## src/rtl/mem_stage_pkg.sv

```systemverilog
// Shared types and extension helpers for the memory-access stage.
package mem_stage_pkg;

  // Field layout of the EXE->MEM payload, MSB first.
  typedef struct packed {
    logic        ld_b;
    logic        ld_bu;
    logic        ld_h;
    logic        ld_hu;
    logic        ld_w;
    logic        res_from_mem;
    logic        gr_we;
    logic [4:0]  dest;
    logic [31:0] exe_result;
    logic [31:0] pc;
  } es_to_ms_t;

  // Field layout of the MEM->WB payload, MSB first.
  typedef struct packed {
    logic        gr_we;
    logic [4:0]  dest;
    logic [31:0] result;
    logic [31:0] pc;
  } ms_to_ws_t;

  function automatic logic [31:0] sext8(input logic [7:0] v);
    return {{24{v[7]}}, v};
  endfunction

  function automatic logic [31:0] zext8(input logic [7:0] v);
    return {24'h000000, v};
  endfunction

  function automatic logic [31:0] sext16(input logic [15:0] v);
    return {{16{v[15]}}, v};
  endfunction

  function automatic logic [31:0] zext16(input logic [15:0] v);
    return {16'h0000, v};
  endfunction

endpackage

```

## src/rtl/mem_load_align.sv

```systemverilog
// Byte/halfword/word selection and extension of load data.
module mem_load_align
  import mem_stage_pkg::*;
(
  input  logic [31:0] mem_rdata,
  input  logic [1:0]  addr,
  input  logic        ld_b,
  input  logic        ld_bu,
  input  logic        ld_h,
  input  logic        ld_hu,
  input  logic        ld_w,
  output logic [31:0] load_data
);

  logic [7:0]  byte_s;
  logic [15:0] half_s;

  // Pick the addressed byte lane and halfword (addr[0] ignored for halves: aligned only).
  always_comb begin
    byte_s = 8'h00;
    case (addr)
      2'd0:    byte_s = mem_rdata[7:0];
      2'd1:    byte_s = mem_rdata[15:8];
      2'd2:    byte_s = mem_rdata[23:16];
      2'd3:    byte_s = mem_rdata[31:24];
      default: byte_s = 8'h00;
    endcase
    if (addr[1]) begin
      half_s = mem_rdata[31:16];
    end else begin
      half_s = mem_rdata[15:0];
    end
  end

  // Size flags resolved by fixed priority; a load with no flag returns the full word.
  always_comb begin
    load_data = mem_rdata;
    if (ld_b) begin
      load_data = sext8(byte_s);
    end else if (ld_bu) begin
      load_data = zext8(byte_s);
    end else if (ld_h) begin
      load_data = sext16(half_s);
    end else if (ld_hu) begin
      load_data = zext16(half_s);
    end else if (ld_w) begin
      load_data = mem_rdata;
    end else begin
      load_data = mem_rdata;
    end
  end

endmodule

```

## src/rtl/mem_stage.sv

```systemverilog
// Memory-access pipeline stage: holds the EXE payload, captures SRAM load
// data, extracts/extends it and hands the result to WB and the bypass network.
`define ES_TO_MS_BUS_WD 76
`define MS_TO_WS_BUS_WD 70

module mem_stage
  import mem_stage_pkg::*;
(
  input  logic                           clk,
  input  logic                           reset,
  input  logic                           ws_allowin,
  output logic                           ms_allowin,
  input  logic                           es_to_ms_valid,
  input  logic [`ES_TO_MS_BUS_WD-1:0]    es_to_ms_bus,
  input  logic [31:0]                    data_sram_rdata,
  output logic                           ms_to_ws_valid,
  output logic [`MS_TO_WS_BUS_WD-1:0]    ms_to_ws_bus,
  output logic [4:0]                     MEM_dest,
  output logic                           mem_gr_we,
  output logic [31:0]                    MEM_result
);

  logic        ms_valid_r;
  es_to_ms_t   bus_r;
  logic [31:0] rdata_r;
  logic        first_r;

  logic        ms_ready_go_s;
  logic        ms_allowin_s;
  logic        accept_s;
  logic [31:0] mem_rdata_s;
  logic [31:0] load_data_s;
  logic [31:0] final_result_s;
  ms_to_ws_t   ws_bus_s;

  assign ms_ready_go_s = 1'b1;
  assign ms_allowin_s  = !ms_valid_r || (ms_ready_go_s && ws_allowin);
  assign accept_s      = es_to_ms_valid && ms_allowin_s;

  // Stage occupancy: advances whenever the stage can take a new payload.
  always_ff @(posedge clk) begin
    if (reset) begin
      ms_valid_r <= 1'b0;
    end else if (ms_allowin_s) begin
      ms_valid_r <= es_to_ms_valid;
    end
  end

  // Payload register and first-cycle marker; the marker is high only in the
  // cycle where the SRAM output belongs to the instruction now in MEM.
  always_ff @(posedge clk) begin
    if (reset) begin
      bus_r   <= es_to_ms_t'({`ES_TO_MS_BUS_WD{1'b0}});
      first_r <= 1'b0;
    end else if (accept_s) begin
      bus_r   <= es_to_ms_t'(es_to_ms_bus);
      first_r <= 1'b1;
    end else begin
      first_r <= 1'b0;
    end
  end

  // Hold load data across WB stalls, since the SRAM output is not kept stable.
  always_ff @(posedge clk) begin
    if (reset) begin
      rdata_r <= 32'h0000_0000;
    end else if (first_r) begin
      rdata_r <= data_sram_rdata;
    end
  end

  // Live SRAM data in the first cycle, held copy afterwards.
  always_comb begin
    if (first_r) begin
      mem_rdata_s = data_sram_rdata;
    end else begin
      mem_rdata_s = rdata_r;
    end
  end

  mem_load_align u_load_align (
    .mem_rdata (mem_rdata_s),
    .addr      (bus_r.exe_result[1:0]),
    .ld_b      (bus_r.ld_b),
    .ld_bu     (bus_r.ld_bu),
    .ld_h      (bus_r.ld_h),
    .ld_hu     (bus_r.ld_hu),
    .ld_w      (bus_r.ld_w),
    .load_data (load_data_s)
  );

  // Result selection between load data and the ALU result.
  always_comb begin
    if (bus_r.res_from_mem) begin
      final_result_s = load_data_s;
    end else begin
      final_result_s = bus_r.exe_result;
    end
  end

  // WB payload and handshake.
  always_comb begin
    ws_bus_s.gr_we  = bus_r.gr_we;
    ws_bus_s.dest   = bus_r.dest;
    ws_bus_s.result = final_result_s;
    ws_bus_s.pc     = bus_r.pc;
    ms_to_ws_bus    = ws_bus_s;
    ms_to_ws_valid  = ms_valid_r && ms_ready_go_s;
    ms_allowin      = ms_allowin_s;
  end

  // Forwarding outputs, gated so a drained stage never matches a hazard.
  always_comb begin
    if (ms_valid_r) begin
      MEM_dest   = bus_r.dest;
      mem_gr_we  = bus_r.gr_we;
      MEM_result = final_result_s;
    end else begin
      MEM_dest   = 5'd0;
      mem_gr_we  = 1'b0;
      MEM_result = 32'h0000_0000;
    end
  end

endmodule

```

## config.mk

```make
export PLATFORM = sky130hd
export DESIGN_NAME = mem_stage
export DESIGN_NICKNAME = d
export VERILOG_FILES = /design/src/rtl/mem_stage_pkg.sv /design/src/rtl/mem_load_align.sv /design/src/rtl/mem_stage.sv
export SDC_FILE = /design/constraint.sdc
export NUM_CORES = 1
export LEC_CHECK = 0
export CORE_ASPECT_RATIO = 1.2
export CORE_UTILIZATION = 44
export DETAILED_ROUTE_END_ITERATION = 8
export HOLD_SLACK_MARGIN = 0.02
export PLACE_DENSITY = 0.86
export SYNTH_ARGS = -nofsm -noshare
export SYNTH_HDL_FRONTEND = slang
export SYNTH_SLANG_ARGS = --single-unit
export TNS_END_PERCENT = 20
```

## constraint.sdc

```tcl
create_clock -name clk -period 3.5 [get_ports clk]
set_clock_uncertainty 0.15 [all_clocks]
set_input_delay 0.875 -clock clk [delete_from_list [all_inputs] [get_ports clk]]
set_output_delay 0.875 -clock clk [all_outputs]
set_load 0.01 [all_outputs]
```

Yosys cells after proc, flatten, opt, wreduce, memory -nomap -nowiden
Index checks and enable logic that the tools add are counted.
W data, S select, Z words.
{"block": "word_totals", "ff_bits": 109, "output_inout_bits": 110, "word_cells": 31}
{"block": "classes", "n_eq_ne": 3, "muxes": 12, "n_reduce_logical": 4}
{"cell": "$mux W32", "count": 7}
{"cell": "$pmux W8 S4", "count": 1}
{"cell": "$mux W16", "count": 1}
{"cell": "$mux W5", "count": 1}
{"cell": "$eq A2 B2 Y1 const B", "count": 2}
{"cell": "$eq A2 B1 Y1 const B", "count": 1}
{"cell": "$logic_not A2 Y1", "count": 1}
{"cell": "$mux W1", "count": 2}
{"cell": "$logic_and A1 B1 Y1", "count": 1}
{"cell": "$logic_not A1 Y1", "count": 1}
{"cell": "$logic_or A1 B1 Y1", "count": 1}

Logic depth before layout (Yosys ltp)
Gate-level depths: netlist of the first run.
{"block": "logic_depth", "depth_word": 8, "depth_mapped": 7, "ltp_nobuf": 4}

Cells and area by module
Synthesis of the first run repeated with hierarchy kept, for this count alone.
{"block": "hier_totals", "hier_cells": 698, "hier_area_um2": 6451.2}
{"module": "mem_stage", "n_inst": 1, "cells_per_inst": 573, "area_each_um2": 5654.2}
{"module": "mem_load_align", "n_inst": 1, "cells_per_inst": 125, "area_each_um2": 797.0}

Least setup slack after synthesis of the first run
Ideal clock, no wire load.
{"block": "synth_path", "kind": "input port to output port", "start": "input port data_sram_rdata[23]", "end": "output port MEM_result[24]", "t_arrival_ps": 2372, "t_required_ps": 2475, "setup_slack_ps": 103, "path_stages": 5, "path_buffers": 1, "cell_sequence": "mux2_4 -> mux4_2 -> a32o_2 -> buf_6 -> a211o_1"}
{"block": "synth_between", "elab_chain_len": 5}
{"item": "start: declaration", "line_no": "mem_stage.sv:15", "source": "input logic [31:0] data_sram_rdata,"}
{"item": "$mux W32"}
{"item": "$pmux W8 S4", "line_no": "mem_load_align.sv:21", "source": "case (addr)"}
{"item": "$mux W32", "line_no": "mem_load_align.sv:38", "source": "if (ld_b) begin"}
{"item": "$mux W32", "line_no": "mem_stage.sv:94", "source": "if (bus_r.res_from_mem) begin"}
{"item": "$mux W32", "line_no": "mem_stage.sv:114", "source": "if (ms_valid_r) begin"}
{"item": "end: declaration", "line_no": "mem_stage.sv:20", "source": "output logic [31:0] MEM_result"}
No other way between the ends.

Worst setup path in the final report of the first run
{"block": "layout_path", "start": "input port data_sram_rdata[23]", "end": "output port MEM_result[18]"}
Same word-level chain as after synthesis.

==> impl_metrics.tcl, run 1 <==
set metrics [dict create \
    outcome "complete, but fails checks" \
    violations "setup timing" \
    critPathCaptureType "output port" \
    fp-row-count 44 \
    num_vias 6074 \
    synth_edf_count 0 \
    critPathTopFamily "multiplexers" \
    cp_max_fo 5 \
    critPathLaunch "data_sram_rdata[23]" \
    cpPeakStageDelay_ns 0.58 \
    ys_ff_latch 109 \
    hp-class "flip-flop to flip-flop" \
    insertedDiodeCount 0 \
    static-leakage-power_uw 0.00360 \
    rsz0062_at_grt "yes" \
    htreeDepth 3 \
    synth.top_cell.area_share_pct 39.4 \
    r2r-start "ms_to_ws_valid" \
    antenna_found_initial 0 \
    ys_seq_area_share_pct 39.4 \
    crit_required_ns 2.47 \
    internal-power_uw 2250 \
    yosys.area.top_type "dfxtp_1" \
    netlist_instances 728 \
    design.die.area_um2 13000 \
    drv_slew 0 \
    wire_per_inst_um 18.8 \
    clkLatencyLatePin_ns 0.35 \
    timing.final.ws_setup_ns -0.240 \
    first_iter_violations 397 \
    grt_usage_pct 31.3 \
    cpMaxStageDelayCell "mux4_2" \
    p_sw_uw 884 \
    clock_path_buffers 2 \
    worstSetupPathType "primary input to output port" \
    cp_cell_sequence "buf_6 > mux2_4 > mux4_2 > a32o_2 > buf_6 > a221o_1 > buf_2" \
    grt_max_degree 58 \
    synthArstFlopShare_pct 0 \
    wl_mm 20.8 \
    hold_violations 0 \
    start_util_pct 45.5 \
    numCtsBuffers 9 \
    synthToLayoutAreaGrowth_pct 48.9 \
    startpoint_type "primary input" \
    drtPass1Iterations 5 \
    path_clk_slew_ns 0.07 \
    drive_above_1_share_pct 19.6 \
    dp_cells 1077 \
    syn-num-nets 840 \
    gp_congestion 0.892 \
    numPortBuffers 220 \
    setup_viol 24 \
    cts_root_buf "clkbuf_16" \
    cellPowerDensity_nw_per_um2 381 \
    synth_warnings 0 \
    core-area_um2 12200 \
    fin_crit_ns 3.74 \
    cts.sinks 109 \
    synth.distinct_cells 39 \
    synthFlopType "dfxtp_1" \
    crit_top_cell "buf_6" \
    drc 0 \
    hpwl_mm 14.3 \
    first_global_vias 5840 \
    io_pins 222 \
    avgSynthCellArea_um2 7.60 \
    dp_slack_ns -0.865 \
    die_y_um 125 \
    drv_cap 0 \
    fmax_mhz 267 \
    critPathBufInv 3 \
    swShare_pct 28.2 \
    grt.overflow.total 0 \
    grt_pass1_wl_mm 31.5 \
    ir_worst_vdd_v 0.000246 \
    worstMarginPinSlew_ns 0.822 \
    pwr-share-clk_pct 33.3 \
    viasPerCell 5.50 \
    pwr-share-comb_pct 23.6 \
    max_slew_margin_pct 45.0 \
    antenna_left 0 \
    cts_tree "yes" \
    arrival_ns 2.72 \
    instances_no_fill 1105 \
    cts.hold.buffers_added 0 \
    fin_nets 1052 \
    period_share_pct 107 \
    seq_power_share_pct 43.1 \
    syn_area_um2 5540 \
    fp.dieW_um 104 \
    worstHoldStart "ms_to_ws_bus[3]" \
    synthTopCellsByArea "dfxtp_1 39%, nand2_1 14%, a21oi_1 7.8%, mux2i_1 5.8%, buf_4 5.4%" \
]
## metal layers
metal	vias up	track usage [%]	wire, µm
met5	-	0	0
met4	0	14.9	881
met3	64	6.54	1880
met2	356	52.9	10100
met1	2796	37.6	7870
li1	2858	-	-
## power by group through the flow
stage	Combinational (µW)	Sequential, µW	Clock (µW)
after floorplan	363	1370	0
after global placement	734	1380	0
after detailed placement	744	1380	0
after CTS	729	1350	1050
after global routing	788	1360	1110
final	740	1350	1040
## synthesized netlist by cell type, drive strengths merged, types with 2 or more instances
cell	n
a211o	7
nor3	3
or2	2
a21oi	86
o32ai	5
clkbuf	46
mux2	5
nor2	59
mux2i	32
nand2	205
a31oi	6
dfxtp	109
buf	50
o22ai	6
nand3	16
a221o	9
a32oi	8
and2	10
mux4	9
nor4	7
o21ai	28
inv	10
## through the flow
step                      cell area [µm²]  setup TNS [ns]  util (%)  total power [µW]  hold slack [ns]
after floorplan                      5540               0         -              1730            0.286
after global placement               7970          -38.17      65.5              2110            0.291
after detailed placement             7970          -39.49      65.5              2120            0.296
after CTS                            8320           -7.66      68.4              3130            0.305
after global routing                 8240           -5.19      67.7              3250            0.323
final                                8240           -4.03      67.7              3140            0.305
## worst register-to-register path, delay by kind of cell, from the launching register on
| family | cells | cell delay (ns) |
|---|---|---|
| and+or+nand+nor | 3 | 0.76 |
| AOI/OAI and AO/OA | 1 | 0.15 |
| DFF | 1 | 0.32 |
| buffers and inverters | 2 | 0.45 |
## cell usage in the layout (no fill, tap or decap), types with 5 or more instances in the layout
| cell | n |
|---|---|
| a221o_1 | 9 |
| buf_6 | 13 |
| a32oi_1 | 8 |
| buf_12 | 6 |
| o21ai_0 | 24 |
| mux2i_1 | 29 |
| inv_1 | 10 |
| nand2_1 | 203 |
| nor4_1 | 7 |
| a21oi_1 | 86 |
| mux4_2 | 8 |
| nor2_1 | 59 |
| clkbuf_2 | 23 |
| dfxtp_1 | 108 |
| clkdlybuf4s50_1 | 151 |
| nand3_1 | 14 |
| buf_2 | 31 |
| dlygate4sd2_1 | 6 |
| clkbuf_16 | 9 |
| a211o_1 | 7 |
| a31oi_1 | 5 |
| and2_1 | 8 |
| o22ai_1 | 5 |
| buf_4 | 60 |
## layout make-up
type | instances | area [µm²]
multi-input cells | 513 | 2880
fillers | 999 | 3930
flip-flops and latches | 109 | 2180
clock buffers | 10 | 239
repair buffers | 296 | 2640
inverters | 11 | 41.3
clock inverters | 5 | 60.1
well taps | 161 | 201
## what timing repair did
action	CTS	global route
resized for setup	188	75
buffers inserted	10	1
endpoints found under the setup margin	64	61
gates cloned	2	0
pin swaps	8	1
## path summary, 6_finish.rpt
path                            slack (ns)          endpoint  cells after the start
worst max-delay path                 -0.24    MEM_result[18]                      7
worst min-delay path                  0.31   ms_to_ws_bus[3]                      2
worst max register to register        1.58  ms_to_ws_bus[19]                      6
worst min register to register        0.31   ms_to_ws_bus[3]                      2
## logic make-up after synthesis
kind of cell    after synthesis  synth area share [%]
compound gates              161                  17.4
buf+inv                     107                  10.3
flops                       109                  39.4
mux                          46                  10.7
simple gates                305                  22.2
## flip-flops by register name, summed over array words and instances, names as in the netlist
register        flops
rdata_r            32
ms_to_ws_valid      1
ms_to_ws_bus       38
first_r             1
bus_r              37
Note: power is estimated with default switching activity, not from simulation.
==> inputs of run 2 (changes only) <==
--- a/config.mk
+++ b/config.mk
@@ -5,6 +5,7 @@
 export SDC_FILE = /design/constraint.sdc
 export NUM_CORES = 1
 export LEC_CHECK = 0
+export CAP_MARGIN = 10
 export CORE_ASPECT_RATIO = 1.2
 export CORE_UTILIZATION = 44
 export DETAILED_ROUTE_END_ITERATION = 8
==> results of run 2 <==
No change in the layout: final DEF, timing and power equal those of run 1.
